File: src/rtl/fetch_stage_pkg.sv
// Shared definitions for the fetch datapath: FSM states, reset PC, NOP word.
package fetch_stage_pkg;

  typedef enum logic [1:0] {
    ST_IDLE    = 2'd0,
    ST_FETCH   = 2'd1,
    ST_HOLD    = 2'd2,
    ST_DISCARD = 2'd3
  } fetch_state_e;

  localparam logic [31:0] RESET_PC_DEFAULT = 32'h0000_0000;
  localparam logic [31:0] NOP              = 32'h0000_0000;

  function automatic logic [31:0] pc_inc(input logic [31:0] pc);
    return pc + 32'd4;
  endfunction

endpackage

File: src/rtl/fetch_stage_if.sv
// Instruction-memory request/response bus between the fetch stage and imem.
interface fetch_stage_if;
  logic        imem_req;
  logic [31:0] imem_addr;
  logic [31:0] imem_rdata;
  logic        imem_ready;

  modport master (
    output imem_req,
    output imem_addr,
    input  imem_rdata,
    input  imem_ready
  );

  modport slave (
    input  imem_req,
    input  imem_addr,
    output imem_rdata,
    output imem_ready
  );
endinterface

File: src/rtl/fetch_stage_next_pc.sv
// Combinational next-PC mux: r_jump > jump > branch_taken, else sequential/hold.
import fetch_stage_pkg::*;

module next_pc_sel (
  input  logic [31:0] pc,
  input  logic [31:0] if_id_pc4,
  input  logic        advance,
  input  logic        branch_taken,
  input  logic [31:0] branch_target,
  input  logic        jump,
  input  logic [25:0] jump_index,
  input  logic        r_jump,
  input  logic [31:0] jr_target,
  output logic        redirect,
  output logic [31:0] next_pc
);

  always_comb begin
    redirect = r_jump | jump | branch_taken;
    next_pc  = pc;
    if (r_jump) begin
      next_pc = jr_target;
    end else if (jump) begin
      next_pc = {if_id_pc4[31:28], jump_index, 2'b00};
    end else if (branch_taken) begin
      next_pc = branch_target;
    end else if (advance) begin
      next_pc = pc_inc(pc);
    end
  end

endmodule

File: src/rtl/fetch_stage.sv
// Instruction fetch stage: PC sequencing, imem handshake and the IF/ID register.
import fetch_stage_pkg::*;

module fetch_stage #(
  parameter logic [31:0] RESET_PC = RESET_PC_DEFAULT
) (
  input  logic                 clk,
  input  logic                 rst,
  input  logic                 stall,
  input  logic                 flush,
  input  logic                 branch_taken,
  input  logic [31:0]          branch_target,
  input  logic                 jump,
  input  logic [25:0]          jump_index,
  input  logic                 r_jump,
  input  logic [31:0]          jr_target,
  fetch_stage_if.master        imem,
  output logic [31:0]          if_id_instr,
  output logic [31:0]          if_id_pc4,
  output logic                 if_id_valid,
  output logic [5:0]           opcode,
  output logic [5:0]           funct,
  output logic [4:0]           rt
);

  fetch_state_e state_q, state_d;
  logic [31:0]  pc_q, pc_d;
  logic [31:0]  hold_instr_q, hold_instr_d;
  logic [31:0]  hold_pc4_q, hold_pc4_d;
  logic [31:0]  discard_addr_q, discard_addr_d;
  logic [31:0]  if_id_instr_q, if_id_instr_d;
  logic [31:0]  if_id_pc4_q, if_id_pc4_d;
  logic         if_id_valid_q, if_id_valid_d;
  logic         advance;
  logic         redirect;

  next_pc_sel u_next_pc_sel (
    .pc            (pc_q),
    .if_id_pc4     (if_id_pc4_q),
    .advance       (advance),
    .branch_taken  (branch_taken),
    .branch_target (branch_target),
    .jump          (jump),
    .jump_index    (jump_index),
    .r_jump        (r_jump),
    .jr_target     (jr_target),
    .redirect      (redirect),
    .next_pc       (pc_d)
  );

  always_comb begin
    state_d        = state_q;
    advance        = 1'b0;
    hold_instr_d   = hold_instr_q;
    hold_pc4_d     = hold_pc4_q;
    discard_addr_d = discard_addr_q;
    if_id_instr_d  = if_id_instr_q;
    if_id_pc4_d    = if_id_pc4_q;
    if_id_valid_d  = if_id_valid_q;
    imem.imem_req  = 1'b0;
    imem.imem_addr = pc_q;

    unique case (state_q)
      ST_IDLE: begin
        state_d = ST_FETCH;
      end
      ST_FETCH: begin
        imem.imem_req = 1'b1;
        if (redirect) begin
          // An unanswered request must still be completed before the bus is free
          if (!imem.imem_ready) begin
            state_d        = ST_DISCARD;
            discard_addr_d = pc_q;
          end
        end else if (imem.imem_ready) begin
          advance = 1'b1;
          if (stall) begin
            hold_instr_d = imem.imem_rdata;
            hold_pc4_d   = pc_inc(pc_q);
            state_d      = ST_HOLD;
          end else begin
            if_id_instr_d = imem.imem_rdata;
            if_id_pc4_d   = pc_inc(pc_q);
            if_id_valid_d = 1'b1;
          end
        end
      end
      ST_HOLD: begin
        if (redirect) begin
          state_d = ST_FETCH;
        end else if (!stall) begin
          if_id_instr_d = hold_instr_q;
          if_id_pc4_d   = hold_pc4_q;
          if_id_valid_d = 1'b1;
          state_d       = ST_FETCH;
        end
      end
      ST_DISCARD: begin
        imem.imem_req  = 1'b1;
        imem.imem_addr = discard_addr_q;
        if (imem.imem_ready) begin
          state_d = ST_FETCH;
        end
      end
      default: state_d = ST_IDLE;
    endcase

    if (flush) begin
      if_id_instr_d = NOP;
      if_id_valid_d = 1'b0;
    end
  end

  always_ff @(posedge clk or posedge rst) begin
    if (rst) begin
      state_q        <= ST_IDLE;
      pc_q           <= RESET_PC;
      hold_instr_q   <= '0;
      hold_pc4_q     <= '0;
      discard_addr_q <= '0;
      if_id_instr_q  <= NOP;
      if_id_pc4_q    <= '0;
      if_id_valid_q  <= 1'b0;
    end else begin
      state_q        <= state_d;
      pc_q           <= pc_d;
      hold_instr_q   <= hold_instr_d;
      hold_pc4_q     <= hold_pc4_d;
      discard_addr_q <= discard_addr_d;
      if_id_instr_q  <= if_id_instr_d;
      if_id_pc4_q    <= if_id_pc4_d;
      if_id_valid_q  <= if_id_valid_d;
    end
  end

  assign if_id_instr = if_id_instr_q;
  assign if_id_pc4   = if_id_pc4_q;
  assign if_id_valid = if_id_valid_q;
  assign opcode      = if_id_instr_q[31:26];
  assign funct       = if_id_instr_q[5:0];
  assign rt          = if_id_instr_q[20:16];

endmodule

File: src/flat_wrapper.sv
// flat-port wrapper written by rule: the top's interface ports become plain ports
module fetch_stage_flat 
#(
  parameter logic [31:0] RESET_PC = RESET_PC_DEFAULT
)
  (clk, rst, stall, flush, branch_taken, branch_target, jump, jump_index, r_jump, jr_target, if_id_instr, if_id_pc4, if_id_valid, opcode, funct, rt, imem_imem_req, imem_imem_addr, imem_imem_rdata, imem_imem_ready);
  fetch_stage_if imem_i ();
  input  logic clk;
  input  logic rst;
  input  logic stall;
  input  logic flush;
  input  logic branch_taken;
  input  logic [31:0] branch_target;
  input  logic jump;
  input  logic [25:0] jump_index;
  input  logic r_jump;
  input  logic [31:0] jr_target;
  output logic [31:0] if_id_instr;
  output logic [31:0] if_id_pc4;
  output logic if_id_valid;
  output logic [5:0] opcode;
  output logic [5:0] funct;
  output logic [4:0] rt;
  output wire logic [$bits(imem_i.imem_req)-1:0] imem_imem_req;
  output wire logic [$bits(imem_i.imem_addr)-1:0] imem_imem_addr;
  input wire logic [$bits(imem_i.imem_rdata)-1:0] imem_imem_rdata;
  input wire logic [$bits(imem_i.imem_ready)-1:0] imem_imem_ready;
  assign imem_imem_req = imem_i.imem_req;
  assign imem_imem_addr = imem_i.imem_addr;
  assign imem_i.imem_rdata = imem_imem_rdata;
  assign imem_i.imem_ready = imem_imem_ready;
  fetch_stage #(.RESET_PC(RESET_PC)) u_core (.clk(clk), .rst(rst), .stall(stall), .flush(flush), .branch_taken(branch_taken), .branch_target(branch_target), .jump(jump), .jump_index(jump_index), .r_jump(r_jump), .jr_target(jr_target), .imem(imem_i), .if_id_instr(if_id_instr), .if_id_pc4(if_id_pc4), .if_id_valid(if_id_valid), .opcode(opcode), .funct(funct), .rt(rt));
endmodule
File: config.mk
export PLATFORM = sky130hd
export DESIGN_NAME = fetch_stage_flat
export DESIGN_NICKNAME = d
export VERILOG_FILES = /design/src/rtl/fetch_stage_pkg.sv /design/src/rtl/fetch_stage_if.sv /design/src/rtl/fetch_stage_next_pc.sv /design/src/rtl/fetch_stage.sv /design/src/flat_wrapper.sv
export SDC_FILE = /design/constraint.sdc
export NUM_CORES = 1
export LEC_CHECK = 0
export ABC_AREA = 1
export BUFFER_PORTS_ARGS = -buffer_cell sky130_fd_sc_hd__buf_2
export CAP_MARGIN = 0
export CELL_PAD_IN_SITES_DETAIL_PLACEMENT = 0
export CELL_PAD_IN_SITES_GLOBAL_PLACEMENT = 1
export CORE_ASPECT_RATIO = 1.5
export CORE_MARGIN = 1.5
export CORE_UTILIZATION = 35
export DETAILED_ROUTE_END_ITERATION = 8
export PLACE_DENSITY = 0.84
export SETUP_SLACK_MARGIN = 0.15
export SYNTH_ARGS = -nofsm -noshare
export SYNTH_HDL_FRONTEND = slang
export SYNTH_HIERARCHICAL = 1
export SYNTH_SLANG_ARGS = --single-unit
export TNS_END_PERCENT = 30
File: constraint.sdc
create_clock -name clk -period 6.4 [get_ports clk]
set_input_delay 1.28 -clock clk [delete_from_list [all_inputs] [get_ports clk]]
set_output_delay 1.28 -clock clk [all_outputs]
set_load 0.005 [all_outputs]
After elaboration in Yosys (flattened, before gate mapping)
Index checks and enable logic that the tools add are counted.
{"block": "op_classes", "mux": 36, "eq_ne": 18, "bitwise": 4, "add_sub_neg": 1, "n_reduce_logical": 11}
{"operator": "$mux 32", "n": 16}
{"operator": "$pmux 32 s2", "n": 2}
{"operator": "$add 32x3->32 const B", "n": 1}
{"operator": "$ne 3x3->1 const B", "n": 6}
{"operator": "$mux 2", "n": 7}
{"operator": "$ne 2x2->1 const B", "n": 6}
{"operator": "$reduce_and 6->1", "n": 2}
{"operator": "$mux 1", "n": 9}
{"operator": "$ne 3x2->1 const B", "n": 3}
{"operator": "$pmux 2 s4", "n": 1}
{"operator": "$reduce_and 4->1", "n": 2}
{"operator": "$reduce_and 5->1", "n": 1}
{"operator": "$eq 2x2->1 const B", "n": 2}
{"operator": "$reduce_bool 4->1", "n": 1}
{"operator": "$reduce_and 3->1", "n": 1}
{"operator": "$reduce_bool 3->1", "n": 1}
{"operator": "$eq 2x1->1 const B", "n": 1}
{"operator": "$logic_not 2->1", "n": 1}
{"operator": "$not 1->1", "n": 2}
{"operator": "$or 1x1->1", "n": 2}
{"operator": "$pmux 1 s2", "n": 1}
{"operator": "$reduce_bool 2->1", "n": 1}
{"operator": "$reduce_or 2->1", "n": 1}
{"block": "totals", "reg_bits": 195, "output_inout_bits": 115}

Depth between registers and ports, before layout
{"block": "depth", "word_depth": 8, "mapped_depth": 17, "ltp_nobuf": 15}

Hierarchy
Netlist, hierarchy kept.
{"module": "fetch_stage", "seq_area_each_um2": 4879.7, "area_each_um2": 8939.8, "cells_each": 1096, "instances": 1}
{"module": "next_pc_sel", "seq_area_each_um2": 0.0, "area_each_um2": 1895.6, "cells_each": 384, "instances": 1}

Worst setup path after synthesis
No wires, ideal clock.
{"block": "synth_path", "path_type": "input to register", "start": "input port branch_taken", "end": "register u_core.pc_q[23]", "cell_stages": 16, "t_arrival_ns": 2.993, "path_slack_ns": 3.334, "t_required_ns": 6.327, "cell_sequence": "inv_2 -> clkbuf_1 -> nand2_1 -> inv_1 -> nand2_1 -> nor2_1 -> buf_4 -> nand2_2 -> nor2_4 -> nand2_4 -> nor2_8 -> nand2_2 -> xor2_1 -> nand2_1 -> nand2_1 -> a21oi_2"}
{"block": "synth_between", "elab_chain_cells": 4, "elab_cells_between_ends": 7, "classes_between": "mux (5); bitwise (1); reduce/logical (1)"}
{"item": "start: declaration", "line": "flat_wrapper.sv:12", "source": "input logic branch_taken;"}
{"item": "$or 1x1->1", "line": "fetch_stage_next_pc.sv:19", "source": "redirect = r_jump | jump | branch_taken;"}
{"item": "net u_core.redirect", "line": "fetch_stage.sv:35", "source": "logic redirect;"}
{"item": "$mux 1", "line": "fetch_stage.sv:69", "source": "if (redirect) begin"}
{"item": "$mux 1", "line": "fetch_stage.sv:63", "source": "unique case (state_q)"}
{"item": "net u_core.advance", "line": "fetch_stage.sv:34", "source": "logic advance;"}
{"item": "$reduce_bool 4->1 (no line)"}
{"item": "end signal: assignment", "line": "fetch_stage.sv:126", "source": "pc_q <= pc_d;"}
{"item": "end: declaration", "line": "fetch_stage.sv:27", "source": "logic [31:0] pc_q, pc_d;"}
The timed path passes the listed nets, and every way through them passes these cells.
A chain may end at the register's enable or synchronous reset.

Worst setup path after layout
{"block": "layout_path", "start": "input port branch_taken", "end": "register u_core.pc_q[25]"}
Same word-level chain as after synthesis.

==> metrics <==
status=finished clean; Die ar.=between 0.03 and 0.04 sq mm; pwr dens=around 330 mW/mm^2; max_cap viols=0; Syn Inst Count=1480; Cell Rows=78; Core Area=0.0304 sq mm; post-cts sizing count=0; Hold Vio Cnt, Final=0; switching power=1490 uW; initial DRC count=610; Yosys reg bits=slightly below 200; die height=218 um; Tightest Hold Check Type=reg -> reg; Syn. warnings=6; clock share of power=24.7%; Via density=~4.9; critical path cell sequence=buf_2, inv_2, nand2_1, inv_1, nand2_1, nor2_1, nand2_2, nor2_4, nand2_4, nor2_8, nand2_2, o21ai_1, nand3_1, nand2_1, a21oi_1; crit path launch type=input pin; syn nets=approximately 1600; Seq/Total Area, Yosys=45.0%; TritonCTS clock tree=yes; Final WS setup=2.44 ns; relative slew slack=a little under a quarter; fmax=0.253 GHz; DR vias=10100; Ant. Diodes=0; Pleak=0.00640 uW; most frequent cells in the layout=nand2_1, buf_2, dfrtp_1; Post-Route Skew=around 0.0095 ns; pre-CTS setup slack=1.97 ns; initial antenna violation count=0; Sum Neg Setup Slack=0 ns; Logic pwr share=between 30% and 40%; most frequent CP cell=nand2_1; Int Power=2720 uW; largest net degree at the start of global routing=between 90 and 100; Slowest-stage cell, CP=inv_2; DRT Pass-1 Iters=5; Port Buf Inserts=244; Avg Cell Area, Syn=7.32 sq um; Congestion Overflow GR=0; delay-heaviest family, CP=simple AND/OR/NAND/NOR gates; Critical Path Sink Type=register; postcts setup bufs=0; clk slew on worst S/H paths=around 0.070 ns; vias in the first global route=9547; wire per inst=15.0 um; most common cell after layout, fill and taps aside=nand2_1; post-route ant nets=0; CTS sink count=195; top_reg_cell synth=dfrtp_1; Clk Tree Root Cell=clkbuf_16; CTS Buf Count=17; Least-Margin Pin Slew=1.15 ns; WP buf/inv=3; Initial Util=35.7%; Clock Latency Late Sink=0.46 ns; crit share post-route=61.9%; max-slew violations=0; CP peak stage delay=0.67 ns; first-pass GRT wire length=about 51000 um; Worst Setup Path Type=in -> reg; Final HPWL DP=22400 um; crit path max fanout=55; unrepaired setup endpoints after global routing=false; DRC Markers=0; Sw Share=35.5%; Worst Path Arrival=4.30 ns; peak supply drop=approximately 0.21 mV; nets=1788; post-synthesis cell type count=31; synthesis-to-finish area growth=17.2%; minimum clock period=3.96 ns; Max Buffers Root-to-Sink=2; DRT Wirelength=31000 um; sequential power share=44.9%; async set or reset register ratio after synthesis=between 90% and 100%; share of cells above drive strength 1=about a fifth; Post-synth EDFFs=0; CTS Hold Bufs=0; Mapped Area=0.0108 sq mm; die span in x=147 um; WP data required=between 6 and 7 ns; GPL Wtd Cong=slightly below 0.9; Final Setup Violations=0; H-tree levels=4; I/O pins=between 200 and 250; GRT Total Usage=20.0%
[path summary, 6_finish.rpt]
kind,from,end,slack (ns),cells past startpoint
setup / recovery,branch_taken,u_core/pc_q[25],2.44,15
hold / removal,u_core/hold_pc4_q[4],u_core/hold_pc4_q[4],0.47,2
setup reg to reg,u_core/state_q[1],u_core/if_id_instr[30],3.43,7
hold reg to reg,u_core/hold_pc4_q[4],u_core/hold_pc4_q[4],0.47,2
max in group asynchronous,rst,u_core/hold_pc4_q[28],4.68,3
min in group asynchronous,rst,u_core/if_id_pc4[2],1.10,3
[cell usage after synthesis, types with 2 or more instances]
library cell	number	share of area, %
a21o_1	3	0.21
a21oi_1	120	5.5
a21oi_2	5	0.40
a31oi_1	16	0.92
buf_1	2	0.069
buf_2	21	0.97
buf_4	29	2.0
clkbuf_1	41	1.4
dfrtp_1	195	45
ha_1	2	0.23
inv_1	122	4.2
inv_2	3	0.10
nand2_1	421	15
nand2_2	12	0.69
nand2_4	3	0.31
nand3_1	57	2.6
nand4_1	11	0.64
nor2_1	193	6.7
nor2_2	14	0.81
nor2_4	9	0.94
nor2_8	2	0.37
nor3_1	2	0.092
o2111ai_1	11	0.89
o211ai_1	28	1.9
o21ai_0	105	4.8
o21ai_1	24	1.1
xnor2_1	8	0.65
xor2_1	18	1.5
[metrics by stage]
stage	area (sq um)	util [%]	instances	total power (uW)	hold slack [ns]
2_1_floorplan	10800	-	1480	2670	0.442
3_3_place_gp	12100	40.0	2037	3160	0.455
3_5_place_dp	12100	40.0	2037	3200	0.460
4_1_cts	12700	41.9	2069	4270	0.478
5_1_grt	12700	41.9	2069	4540	0.498
6_report	12700	41.9	2069	4210	0.475
[metal layers]
metal	wire length (um)	vias to the layer above	part of all wire, %	global-route usage (%)
met5	0	-	0	0
met3	1270	40	4.1	2.99
met4	665	0	2.1	7.41
li1	-	5094	-	-
met2	15500	307	50	34.3
met1	13500	4669	44	25.3
[registers in the layout, summed over array words and instances (netlist names)]
name	flops
u_core/pc_q	32
u_core/discard_addr_q	32
u_core/hold_instr_q	32
u_core/hold_pc4_q	32
u_core/if_id_pc4	32
u_core/if_id_valid	1
u_core/state_q	2
u_core/if_id_instr	32
[cells by family after synthesis]
group	after synthesis	synth area share, %
AND/OR/NAND/NOR	726	27.9
flip-flops	195	45.0
adder cells (fa/ha/maj)	2	0.231
XOR/XNOR	26	2.10
buffers and inverters	219	8.86
AO/OA/AOI/OAI	312	15.9
[worst min-delay path, delay by kind of cell, from the launching register on]
kind | cells | cell delay [ns]
flops | 1 | 0.35
simple gates | 2 | 0.09
[power groups by stage]
stage	logic, uW	clock network (uW)	registers [uW]
after global routing	1470	1130	1950
final	1280	1040	1890
after CTS	1290	1080	1890
after global placement	1260	0	1900
after detailed placement	1280	0	1920
after floorplan	796	0	1870
[layout make-up]
cell class	instances	area, sq um
well taps	400	500
fillers	3184	17600
multi-input cells	1066	5010
flip-flops and latches	195	4880
repair buffers	250	1270
inverters	126	479
clock inverters	10	73.8
clock buffers	22	494
Note: power is estimated with default switching activity, not from simulation.
